## src/rtl/uart_tx_arbiter_if.sv

```systemverilog
// rtl/uart_tx_arbiter_if.sv - requester and UART-side signal bundle for uart_tx_arbiter
//
// Purpose: carries the byte-stream requester handshake and the SingleTxUART launch
// interface between the requesters/UART (master side) and the arbiter (slave side).
// Signals:
//   req[N_REQ]        requester i presents a valid byte on data[8*i+7:8*i]
//   last[N_REQ]       that byte ends requester i's frame
//   data[8*N_REQ]     flattened requester bytes
//   ack[N_REQ]        one-cycle pulse, byte of requester i consumed
//   grant[N_REQ]      one-hot current owner of the UART, 0 when free
//   uart_start        one-cycle launch pulse to the UART
//   uart_data[8]      byte launched, held until the next launch
//   uart_busy         UART shifting a byte
interface uart_tx_arbiter_if #(
  parameter int N_REQ = 4
);
  logic [N_REQ-1:0]   req;
  logic [N_REQ-1:0]   last;
  logic [8*N_REQ-1:0] data;
  logic [N_REQ-1:0]   ack;
  logic [N_REQ-1:0]   grant;
  logic               uart_start;
  logic [7:0]         uart_data;
  logic               uart_busy;

  modport master (
    output req, last, data, uart_busy,
    input  ack, grant, uart_start, uart_data
  );

  modport slave (
    input  req, last, data, uart_busy,
    output ack, grant, uart_start, uart_data
  );
endinterface

```

## src/rtl/uart_tx_arbiter.sv

```systemverilog
// rtl/uart_tx_arbiter.sv - round-robin frame arbiter sharing one SingleTxUART
//
// Purpose: grants the UART to one requester at a time for a whole frame (until the
// byte flagged last has shifted out), rotating priority after each frame. Watches
// the UART busy line for a missing response and the owner for stalls inside a frame.
// Ports:
//   clk        system clock
//   reset      synchronous active-low reset
//   bus        uart_tx_arbiter_if.slave: req/last/data/ack/grant, uart_start/uart_data/uart_busy
//   err_busy   one-cycle pulse, busy did not rise within BUSY_WAIT cycles of a launch
//   err_gap    one-cycle pulse, owner idle for GAP_TIMEOUT cycles mid-frame, frame abandoned
//   idle       1 while in IDLE with no grant outstanding
module uart_tx_arbiter #(
  parameter int N_REQ       = 4,
  parameter int BUSY_WAIT   = 16,
  parameter int GAP_TIMEOUT = 1024
) (
  input  logic               clk,
  input  logic               reset,
  uart_tx_arbiter_if.slave   bus,
  output logic               err_busy,
  output logic               err_gap,
  output logic               idle
);

  localparam int PW   = (N_REQ > 1) ? $clog2(N_REQ) : 1;
  localparam int CMAX = (BUSY_WAIT > GAP_TIMEOUT) ? BUSY_WAIT : GAP_TIMEOUT;
  localparam int CW   = $clog2(CMAX + 1);

  typedef enum logic [2:0] {
    S_IDLE,
    S_LAUNCH,
    S_WAIT_BUSY,
    S_WAIT_DONE,
    S_GAP
  } state_t;

  state_t         state;
  logic [PW-1:0]  ptr;
  logic [PW-1:0]  gidx;
  logic [CW-1:0]  cnt;
  logic           is_last;

  logic [PW-1:0]  win_idx;
  logic           win_found;
  logic [PW-1:0]  ptr_next;

  // Round-robin pick: first pending requester at or above ptr, wrapping past N_REQ-1.
  always_comb begin
    int idx;
    idx       = 0;
    win_found = 1'b0;
    win_idx   = '0;
    for (int k = 0; k < N_REQ; k++) begin
      idx = int'(ptr) + k;
      if (idx >= N_REQ) begin
        idx = idx - N_REQ;
      end
      if (!win_found && bus.req[idx]) begin
        win_found = 1'b1;
        win_idx   = PW'(idx);
      end
    end
  end

  // After a frame ends (cleanly or by timeout) the requester after the owner gets top priority.
  assign ptr_next = (gidx == PW'(N_REQ - 1)) ? '0 : gidx + 1'b1;

  always_ff @(posedge clk) begin
    if (!reset) begin
      state          <= S_IDLE;
      ptr            <= '0;
      gidx           <= '0;
      cnt            <= '0;
      is_last        <= 1'b0;
      bus.grant      <= '0;
      bus.ack        <= '0;
      bus.uart_start <= 1'b0;
      bus.uart_data  <= 8'h00;
      err_busy       <= 1'b0;
      err_gap        <= 1'b0;
      idle           <= 1'b1;
    end else begin
      // Pulse outputs default low; only the cases below raise them for one cycle.
      bus.ack        <= '0;
      bus.uart_start <= 1'b0;
      err_busy       <= 1'b0;
      err_gap        <= 1'b0;

      case (state)
        S_IDLE: begin
          if (win_found) begin
            bus.grant <= {{(N_REQ-1){1'b0}}, 1'b1} << win_idx;
            gidx      <= win_idx;
            idle      <= 1'b0;
            state     <= S_LAUNCH;
          end else begin
            idle <= 1'b1;
          end
        end

        // Byte is taken from the requester here; ack and start leave together so the
        // requester can move on to its next byte from the following cycle.
        S_LAUNCH: begin
          bus.uart_start <= 1'b1;
          bus.uart_data  <= bus.data[int'(gidx)*8 +: 8];
          bus.ack        <= bus.grant;
          is_last        <= bus.last[gidx];
          cnt            <= '0;
          state          <= S_WAIT_BUSY;
        end

        S_WAIT_BUSY: begin
          if (bus.uart_busy) begin
            state <= S_WAIT_DONE;
          end else if (cnt == CW'(BUSY_WAIT - 1)) begin
            err_busy  <= 1'b1;
            bus.grant <= '0;
            ptr       <= ptr_next;
            idle      <= 1'b1;
            state     <= S_IDLE;
          end else begin
            cnt <= cnt + 1'b1;
          end
        end

        S_WAIT_DONE: begin
          if (!bus.uart_busy) begin
            if (is_last) begin
              bus.grant <= '0;
              ptr       <= ptr_next;
              idle      <= 1'b1;
              state     <= S_IDLE;
            end else begin
              cnt   <= '0;
              state <= S_GAP;
            end
          end
        end

        // Owner keeps the UART between bytes; other requesters are not considered here.
        S_GAP: begin
          if (bus.req[gidx]) begin
            state <= S_LAUNCH;
          end else if (cnt == CW'(GAP_TIMEOUT - 1)) begin
            err_gap   <= 1'b1;
            bus.grant <= '0;
            ptr       <= ptr_next;
            idle      <= 1'b1;
            state     <= S_IDLE;
          end else begin
            cnt <= cnt + 1'b1;
          end
        end

        default: begin
          bus.grant <= '0;
          idle      <= 1'b1;
          state     <= S_IDLE;
        end
      endcase
    end
  end

endmodule

```

## src/flat_wrapper.sv

```systemverilog
// flat-port wrapper written by rule: the top's interface ports become plain ports
module uart_tx_arbiter_flat 
#(
  parameter int N_REQ       = 4,
  parameter int BUSY_WAIT   = 16,
  parameter int GAP_TIMEOUT = 1024
)
  (clk, reset, err_busy, err_gap, idle, bus_req, bus_last, bus_data, bus_uart_busy, bus_ack, bus_grant, bus_uart_start, bus_uart_data);
  uart_tx_arbiter_if #(.N_REQ(N_REQ)) bus_i ();
  input  logic clk;
  input  logic reset;
  output logic err_busy;
  output logic err_gap;
  output logic idle;
  input wire logic [$bits(bus_i.req)-1:0] bus_req;
  input wire logic [$bits(bus_i.last)-1:0] bus_last;
  input wire logic [$bits(bus_i.data)-1:0] bus_data;
  input wire logic [$bits(bus_i.uart_busy)-1:0] bus_uart_busy;
  output wire logic [$bits(bus_i.ack)-1:0] bus_ack;
  output wire logic [$bits(bus_i.grant)-1:0] bus_grant;
  output wire logic [$bits(bus_i.uart_start)-1:0] bus_uart_start;
  output wire logic [$bits(bus_i.uart_data)-1:0] bus_uart_data;
  assign bus_i.req = bus_req;
  assign bus_i.last = bus_last;
  assign bus_i.data = bus_data;
  assign bus_i.uart_busy = bus_uart_busy;
  assign bus_ack = bus_i.ack;
  assign bus_grant = bus_i.grant;
  assign bus_uart_start = bus_i.uart_start;
  assign bus_uart_data = bus_i.uart_data;
  uart_tx_arbiter #(.N_REQ(N_REQ), .BUSY_WAIT(BUSY_WAIT), .GAP_TIMEOUT(GAP_TIMEOUT)) u_core (.clk(clk), .reset(reset), .bus(bus_i), .err_busy(err_busy), .err_gap(err_gap), .idle(idle));
endmodule
```

## config.mk

```make
export PLATFORM = sky130hd
export DESIGN_NAME = uart_tx_arbiter_flat
export DESIGN_NICKNAME = d
export VERILOG_FILES = /design/src/rtl/uart_tx_arbiter_if.sv /design/src/rtl/uart_tx_arbiter.sv /design/src/flat_wrapper.sv
export SDC_FILE = /design/constraint.sdc
export NUM_CORES = 1
export LEC_CHECK = 0
export CAP_MARGIN = 40
export CORE_MARGIN = 4
export CORE_UTILIZATION = 34
export DETAILED_ROUTE_END_ITERATION = 12
export PLACE_DENSITY = 0.67
export SLEW_MARGIN = 20
export SYNTH_ARGS = -nofsm -noshare
export SYNTH_HDL_FRONTEND = slang
export SYNTH_SLANG_ARGS = --single-unit
```

## constraint.sdc

```tcl
create_clock -name clk -period 5 [get_ports clk]
set_clock_uncertainty 0.2 [all_clocks]
set_input_delay 1 -clock clk [delete_from_list [all_inputs] [get_ports clk]]
set_output_delay 1 -clock clk [all_outputs]
set_load 0.02 [all_outputs]
```

==> impl_results.md, run 1 <==
* Met1 wire length at around 2.2 mm
* Worst min-delay path class: reg -> reg
* Fmax at 338.4 MHz
* Syn Area/Cell at between 8 and 9 µm²
* CP Launch Type: input port
* Commonest non-fill, non-tap cell in the layout: clkdlybuf4s50_1
* Post-CTS Setup Bufs at 0
* Max-slew headroom at approximately half
* Worst skew pair latency at 0.30 ns
* Die H at 87.38 µm
* Die area at 7634 µm²
* Cell Int Power at just over 700 µW
* RR Startpoint: u_core.gidx[1]
* Setup TNS at 0 ns
* Hold depth at 2
* TritonCTS Buffers at 5
* Setup CP Type: in -> reg
* FP Rows at 28
* Port Buffers at a little over 60
* Remaining global-route overflow at 0
* Initial Utilization at approximately 36%
* GRT Overall Usage at between 10% and 20%
* Synth Instances at between 200 and 250
* Synth top area cells: dfxtp_1 36%, mux4_2 11%, nand2_1 5.4%, a21oi_1 5.1%, o31ai_1 2.8%
* RSZ-0062 raised after global routing: false
* WL final at roughly 5.2 mm
* Internal reg-to-reg setup slack at roughly 2.7 ns
* Final net count at around 340
* Die Wd at just under 90 µm
* Final Util at 48.55%
* Reported net switching power at 405.9 µW
* #FFs+latches synth at 39
* Fin crit period at 2.955 ns
* CP max-delay cell: mux4_2
* Synthesized cell area at 2142 µm²
* Slew Limit Fails at 0
* H-tree depth at 2
* Cell Pwr Density at 381.5 nW/µm²
* Yosys cell types at 50
* Max layer used: met4
* Crit path arrival time at 2.99 ns
* Endpoint, Worst Hold: u_core.bus.uart_data[5]
* Initial DRC Count at 50
* Worst r2r dst: u_core.cnt[3]
* Worst Hold Launch: u_core.bus.uart_data[5]
* Hold Violations, Final at 0
* Clock share of power at between 20% and 30%
* Vias in the first global route at approximately 1,800
* Area leader, netlist: dfxtp_1
* Drt drc at 0
* Layout cells sized above 1 at around a tenth
* CP Data Required Time at 5.03 ns
* DR WL met2 at roughly 2.5 mm
* Max-cap violations at 0
* Vias at between 1,500 and 2,000
* Maximum VDD drop at roughly 0.16 mV
* Outcome: finished, final reports clean
* Initial antenna violation count at 0
* Worst Max-Slew Pin Slew at 0.7522 ns
* Area delta synth->final at 36.57%
* Period utilization at roughly three fifths
* CP max FO at 19
* Final setup viols at 0
* Worst slack, placed at 1.739 ns
* Syn Nets at approximately 280
* Number of gates resized after cts at 0
* Seq pwr share at a little under two fifths
* I/O pin count at 63
* Fin area at around 3000 µm²
* Filler Cell Count at about 600
* Area after DPL at about 2800 µm²
* CTS sink cnt at 39
* CTS Buffer Depth at 2
* Router iterations before antenna repair at 4
* Post-DP HPWL at around 3.8 mm
* First-pass GRT wire length at around 8.3 mm
* Sw Ratio at approximately 36%
* Clk slew on worst S/H paths at about 0.080 ns
* CP peak stage delay at about 0.55 ns
* CTS root buf: clkbuf_8
* Total chip power at 1.116 mW
* Seq/Total Area, Yosys at ~36%
* LEAKAGE at between 0.9 and 1 nW
* Multi-input logic area at 1251 µm²
* FF-to-FF path depth at 5
* WL/cell at between 10 and 15 µm
* Final WS setup at 2.045 ns
* CTS hold repair buffers at 0
* CP Cell Sequence: clkdlybuf4s50_1 > mux4_2 > inv_2 > a21boi_2 > or4_1 > a21oi_2
* Post-synth top area share at between 30% and 40%
* Vias/cell at about 5.4
* Ys Warns at 0
* CTS tree: done
* Antenna-violating nets left at 0
* RD Place Congestion at around 0.83
* Commonest cells after routing, fill and taps aside: 62 x clkdlybuf4s50_1, 39 x dfxtp_1, 31 x nand2_1
* Met3 WL at 427 µm
* Gate power share at 38.8%
* Worst Setup End Kind: flop
* # diodes at 0
* Register Area at 780.7 µm²
* Largest net degree at the start of global routing at 24
* Core ar. at roughly 6000 µm²
[stage by stage]
step | cells | hold slack (ns)
2_1_floorplan | 239 | 0.2427
3_3_place_gp | 363 | 0.2413
3_5_place_dp | 363 | 0.2476
4_1_cts | 371 | 0.2593
5_1_grt | 372 | 0.2889
6_report | 372 | 0.2568
[cell type report]
class | instances | area share, %
clock inverter | 3 | 1.583
multi-input combinational | 174 | 42.77
timing repair buffer | 63 | 21.73
clock buffer | 5 | 2.352
inverter | 13 | 1.668
tap | 75 | 3.208
sequential | 39 | 26.69
[worst max-delay path: cells and delay by family]
family	cells	cell delay (ns)
AO/OA/AOI/OAI	2	0.32
AND/OR/NAND/NOR	1	0.55
multiplexers	1	0.55
buffers and inverters	2	0.57
[registers in the layout, indices dropped and copies added, names as in the netlist]
register / cells
u_core.bus.ack: 4
u_core.bus.grant: 4
u_core.bus.uart_data: 8
u_core.bus.uart_start: 1
u_core.cnt: 11
u_core.err_busy: 1
u_core.err_gap: 1
u_core.gidx: 2
u_core.idle: 1
u_core.is_last: 1
u_core.ptr: 2
u_core.state: 3
[power groups by stage]
| stage | registers (mW) | logic (mW) | clock network [mW] |
|---|---|---|---|
| floorplan | 0.431 | 0.269 | 0 |
| global placement | 0.428 | 0.416 | 0 |
| detailed placement | 0.429 | 0.420 | 0 |
| CTS | 0.423 | 0.422 | 0.277 |
| global route | 0.422 | 0.479 | 0.292 |
| finish | 0.412 | 0.433 | 0.271 |
[Yosys cell counts, drive strengths merged]
| cell | n |
|---|---|
| a21boi | 1 |
| a21o | 1 |
| a21oi | 24 |
| a221oi | 1 |
| a22o | 1 |
| a31oi | 1 |
| a32o | 1 |
| and2 | 1 |
| and3 | 1 |
| and4 | 1 |
| and4b | 1 |
| buf | 5 |
| clkbuf | 8 |
| dfxtp | 39 |
| ha | 2 |
| inv | 13 |
| mux2 | 1 |
| mux2i | 5 |
| mux4 | 10 |
| nand2 | 31 |
| nand2b | 4 |
| nand3 | 10 |
| nand3b | 1 |
| nand4 | 7 |
| nor2 | 10 |
| nor2b | 3 |
| nor3 | 7 |
| nor3b | 4 |
| nor4 | 2 |
| o211ai | 2 |
| o21ai | 9 |
| o22ai | 2 |
| o2bb2a | 1 |
| o2bb2ai | 3 |
| o31a | 1 |
| o31ai | 8 |
| o32ai | 1 |
| or3 | 6 |
| or4 | 9 |
| xnor2 | 1 |
[worst max path at each step]
stage                           from             to  depth (start not counted)
after global placement    bus_req[0]  u_core.cnt[3]                          6
after global routing      bus_req[2]  u_core.cnt[6]                          6
after detailed placement  bus_req[0]  u_core.cnt[3]                          6
final                     bus_req[2]  u_core.cnt[3]                          6
after floorplan           bus_req[3]  u_core.cnt[3]                          5
after CTS                 bus_req[0]  u_core.cnt[3]                          6
[metal layers]
layer | up-vias | track usage [%]
met4 | 0 | 4.742
met2 | 65 | 21.64
met1 | 915 | 17.22
met5 | - | 0
met3 | 7 | 5.393
li1 | 1009 | -
[cell families after synthesis]
logic type                 share of synthesized area (%)
AOI/OAI and AO/OA                                  18.34
xor gates and xnor gates                          0.4090
adders and majority gates                          1.168
buffers and inverters                              5.140
DFF                                                36.45
muxes                                              13.38
and+or+nand+nor                                    25.12
Power figures use the tool's default switching activity.
==> inputs of run 2 (changes only) <==
==> constraint.sdc (replaced) <==
create_clock -name clk -period 3.03 [get_ports clk]
set_clock_uncertainty 0.2 [all_clocks]
set_input_delay 0.606 -clock clk [delete_from_list [all_inputs] [get_ports clk]]
set_output_delay 0.606 -clock clk [all_outputs]
set_load 0.02 [all_outputs]
==> impl_results.md, run 2 (same netlist as run 1, synthesis figures left out) <==
* Outcome: finished, final reports clean
* First-pass GRT wire length at 8.597 mm (+3.1%)
* TritonCTS Buffers at 5 (unchanged)
* Fin crit period at ~2.5 ns
* Crit path arrival time at 2.58 ns (-0.41 ns)
* WL/cell at 13.66 µm (-1.4%)
* Internal reg-to-reg setup slack at 0.75 ns (-1.90 ns)
* GRT Overall Usage at 14.25% (+0.45 points)
* Commonest cells after routing, fill and taps aside: 62 x clkdlybuf4s50_1, 39 x dfxtp_1, 31 x nand2_1
* Die H at 87.38 µm (unchanged)
* GR Util met3 at 5.771% (+0.38 points)
* FF-to-FF path depth at 4 (-1)
* Initial Utilization at 35.55% (unchanged)
* Gate power share at 39.5% (+0.7 points)
* CTS Buffer Depth at 2 (unchanged)
* Worst r2r dst: u_core.cnt[10]
* CTS root buf: clkbuf_8
* Cell Pwr Density at 621.7 nW/µm² (+63%)
* Setup CP Type: in -> reg
* CP Launch Type: input port
* Post-DP HPWL at 4.016 mm (+5.0%)
* CP max-delay cell: mux4_2
* Die area at 7634 µm² (unchanged)
* Vias at 1,997 (+0.050%)
* CP peak stage delay at 0.55 ns (about the same)
* Max reg flops at 11 (unchanged)
* Worst Hold Launch: u_core.bus.uart_data[5]
* Worst Max-Slew Pin Slew at 0.6812 ns (-0.07100 ns)
* Hold Violations, Final at 0 (unchanged)
* Multi-input logic area at 1251 µm² (unchanged)
* Core ar. at 6026 µm² (unchanged)
* Initial DRC Count at 54 (+8.0%)
* Register Area at 780.7 µm² (unchanged)
* I/O pin count at 63 (unchanged)
* Worst slack, placed at 0.1877 ns (-1.551 ns)
* Layout cells sized above 1 at 12.21% (+1.8 points)
* CP max FO at 19 (unchanged)
* Seq pwr share at 36.6% (-0.3 points)
* Slew Limit Fails at 0 (unchanged)
* Commonest non-fill, non-tap cell in the layout: clkdlybuf4s50_1
* Grt met1 use at 16.63% (-0.59 points)
* CP Data Required Time at 3.06 ns (-1.97 ns)
* Fmax at slightly below 400 MHz
* CTS tree: done
* Global Route met2 Usage at 24.32% (+2.7 points)
* CTS hold repair buffers at 0 (unchanged)
* Vias in the first global route at 1,889 (+3.6%)
* Post-CTS Setup Bufs at 0 (unchanged)
* Final setup viols at 0 (unchanged)
* Hold depth at 2 (unchanged)
* Initial antenna violation count at 0 (unchanged)
* Max-cap violations at 0 (unchanged)
* GR peak layer: met2
* Die Wd at 87.38 µm (unchanged)
* Router iterations before antenna repair at 4 (unchanged)
* LEAKAGE at 1.007 nW (+3.2%)
* Filler Cell Count at 609 (+1.7%)
* Top reg by flops: u_core.cnt
* CTS sink cnt at 39 (unchanged)
* Crit-path leading delay family: buffers and inverters
* CP bufs+invs at 2 (unchanged)
* Worst min-delay path class: reg -> reg
* Largest net degree at the start of global routing at 20 (-17%)
* Vias/cell at 5.283 (-1.5%)
* Port Buffers at 62 (unchanged)
* Placed cell count at 370 (+1.9%)
* Sw Ratio at 36.08% (-0.29 points)
* Regs by FF count: u_core.cnt x11, u_core.bus.uart_data x8
* # diodes at 0 (unchanged)
* Worst skew pair latency at 0.30 ns (about the same)
* Final net count at 347 (+1.8%)
* Final WS setup at 0.4853 ns (-1.560 ns)
* FP Rows at 28 (unchanged)
* Max-slew headroom at 54.32% (+4.5 points)
* Maximum VDD drop at 0.3547 mV (+120%)
* CP Cell Sequence: clkdlybuf4s50_1 > mux4_2 > inv_2 > a21boi_2 > or4_1 > a21oi_2
* Area delta synth->final at 38.20%
* Clk slew on worst S/H paths at 0.08 ns (about the same)
* WL final at 5.164 mm (+0.21%)
* Drt drc at 0 (unchanged)
* RSZ-0062 raised after global routing: false
* Cell Int Power at 1.176 mW (+66%)
* Remaining global-route overflow at 0 (unchanged)
* Number of gates resized after cts at 0 (unchanged)
* H-tree depth at 2 (unchanged)
* Endpoint, Worst Hold: u_core.bus.uart_data[5]
* Reported net switching power at 664.1 µW (+64%)
* Period utilization at 83.99%
* Worst Setup End Kind: flop
* RD Place Congestion at 0.8303 (-0.50%)
* Antenna-violating nets left at 0 (unchanged)
* Clock share of power at 23.9% (-0.4 points)
* Setup TNS at 0 ns (unchanged)
* Non-Filler Instances at 378 (+1.6%)
* RR Startpoint: u_core.state[1]
## run 2: through the flow
step	cell area, µm²	hold WS [ns]	total power [mW]	utilization, %
floorplan	2142	0.2427	1.156	-
global placement	2848	0.2416	1.411	47.26
detailed placement	2848	0.2479	1.419	47.26
CTS	2960	0.2589	1.863	49.13
global route	2960	0.2874	1.972	49.13
finish	2960	0.2552	1.841	49.13
## run 2: metal layers
layer | vias up | routed length, µm
li1 | 1012 | -
met1 | 925 | 2145
met4 | 0 | 55
met3 | 6 | 437
met5 | - | 0
met2 | 54 | 2526
## run 2: how the worst max path moves through the flow
stage,from,end,slack [ns],cells past startpoint
2_1_floorplan,bus_req[3],u_core.cnt[3],0.87,5
3_3_place_gp,bus_req[0],u_core.cnt[3],0.21,6
3_5_place_dp,bus_req[0],u_core.cnt[3],0.19,6
4_1_cts,bus_req[0],u_core.cnt[5],0.50,6
5_1_grt,bus_req[0],u_core.cnt[6],0.36,6
6_report,bus_req[0],u_core.cnt[3],0.49,6
## run 2: cell type report
cell class | count | area share [%]
multi-input combinational | 174 | 42.27
timing repair buffer | 69 | 22.74
clock buffer | 5 | 2.325
inverter | 13 | 1.648
clock inverter | 3 | 1.479
sequential | 39 | 26.37
tap | 75 | 3.170
## run 2: tightest hold or removal path, delay by kind of cell, from the launching register on
family / cells / cell delay (ns)
compound gates: 1 / 0.05
flops: 1 / 0.31
simple gates: 1 / 0.05
## run 2: power groups by stage
stage	registers [mW]	clock network (mW)	logic [mW]
6_report	0.673	0.441	0.727
5_1_grt	0.687	0.474	0.810
4_1_cts	0.675	0.452	0.736
3_5_place_dp	0.686	0	0.734
3_3_place_gp	0.683	0	0.728
2_1_floorplan	0.711	0	0.444
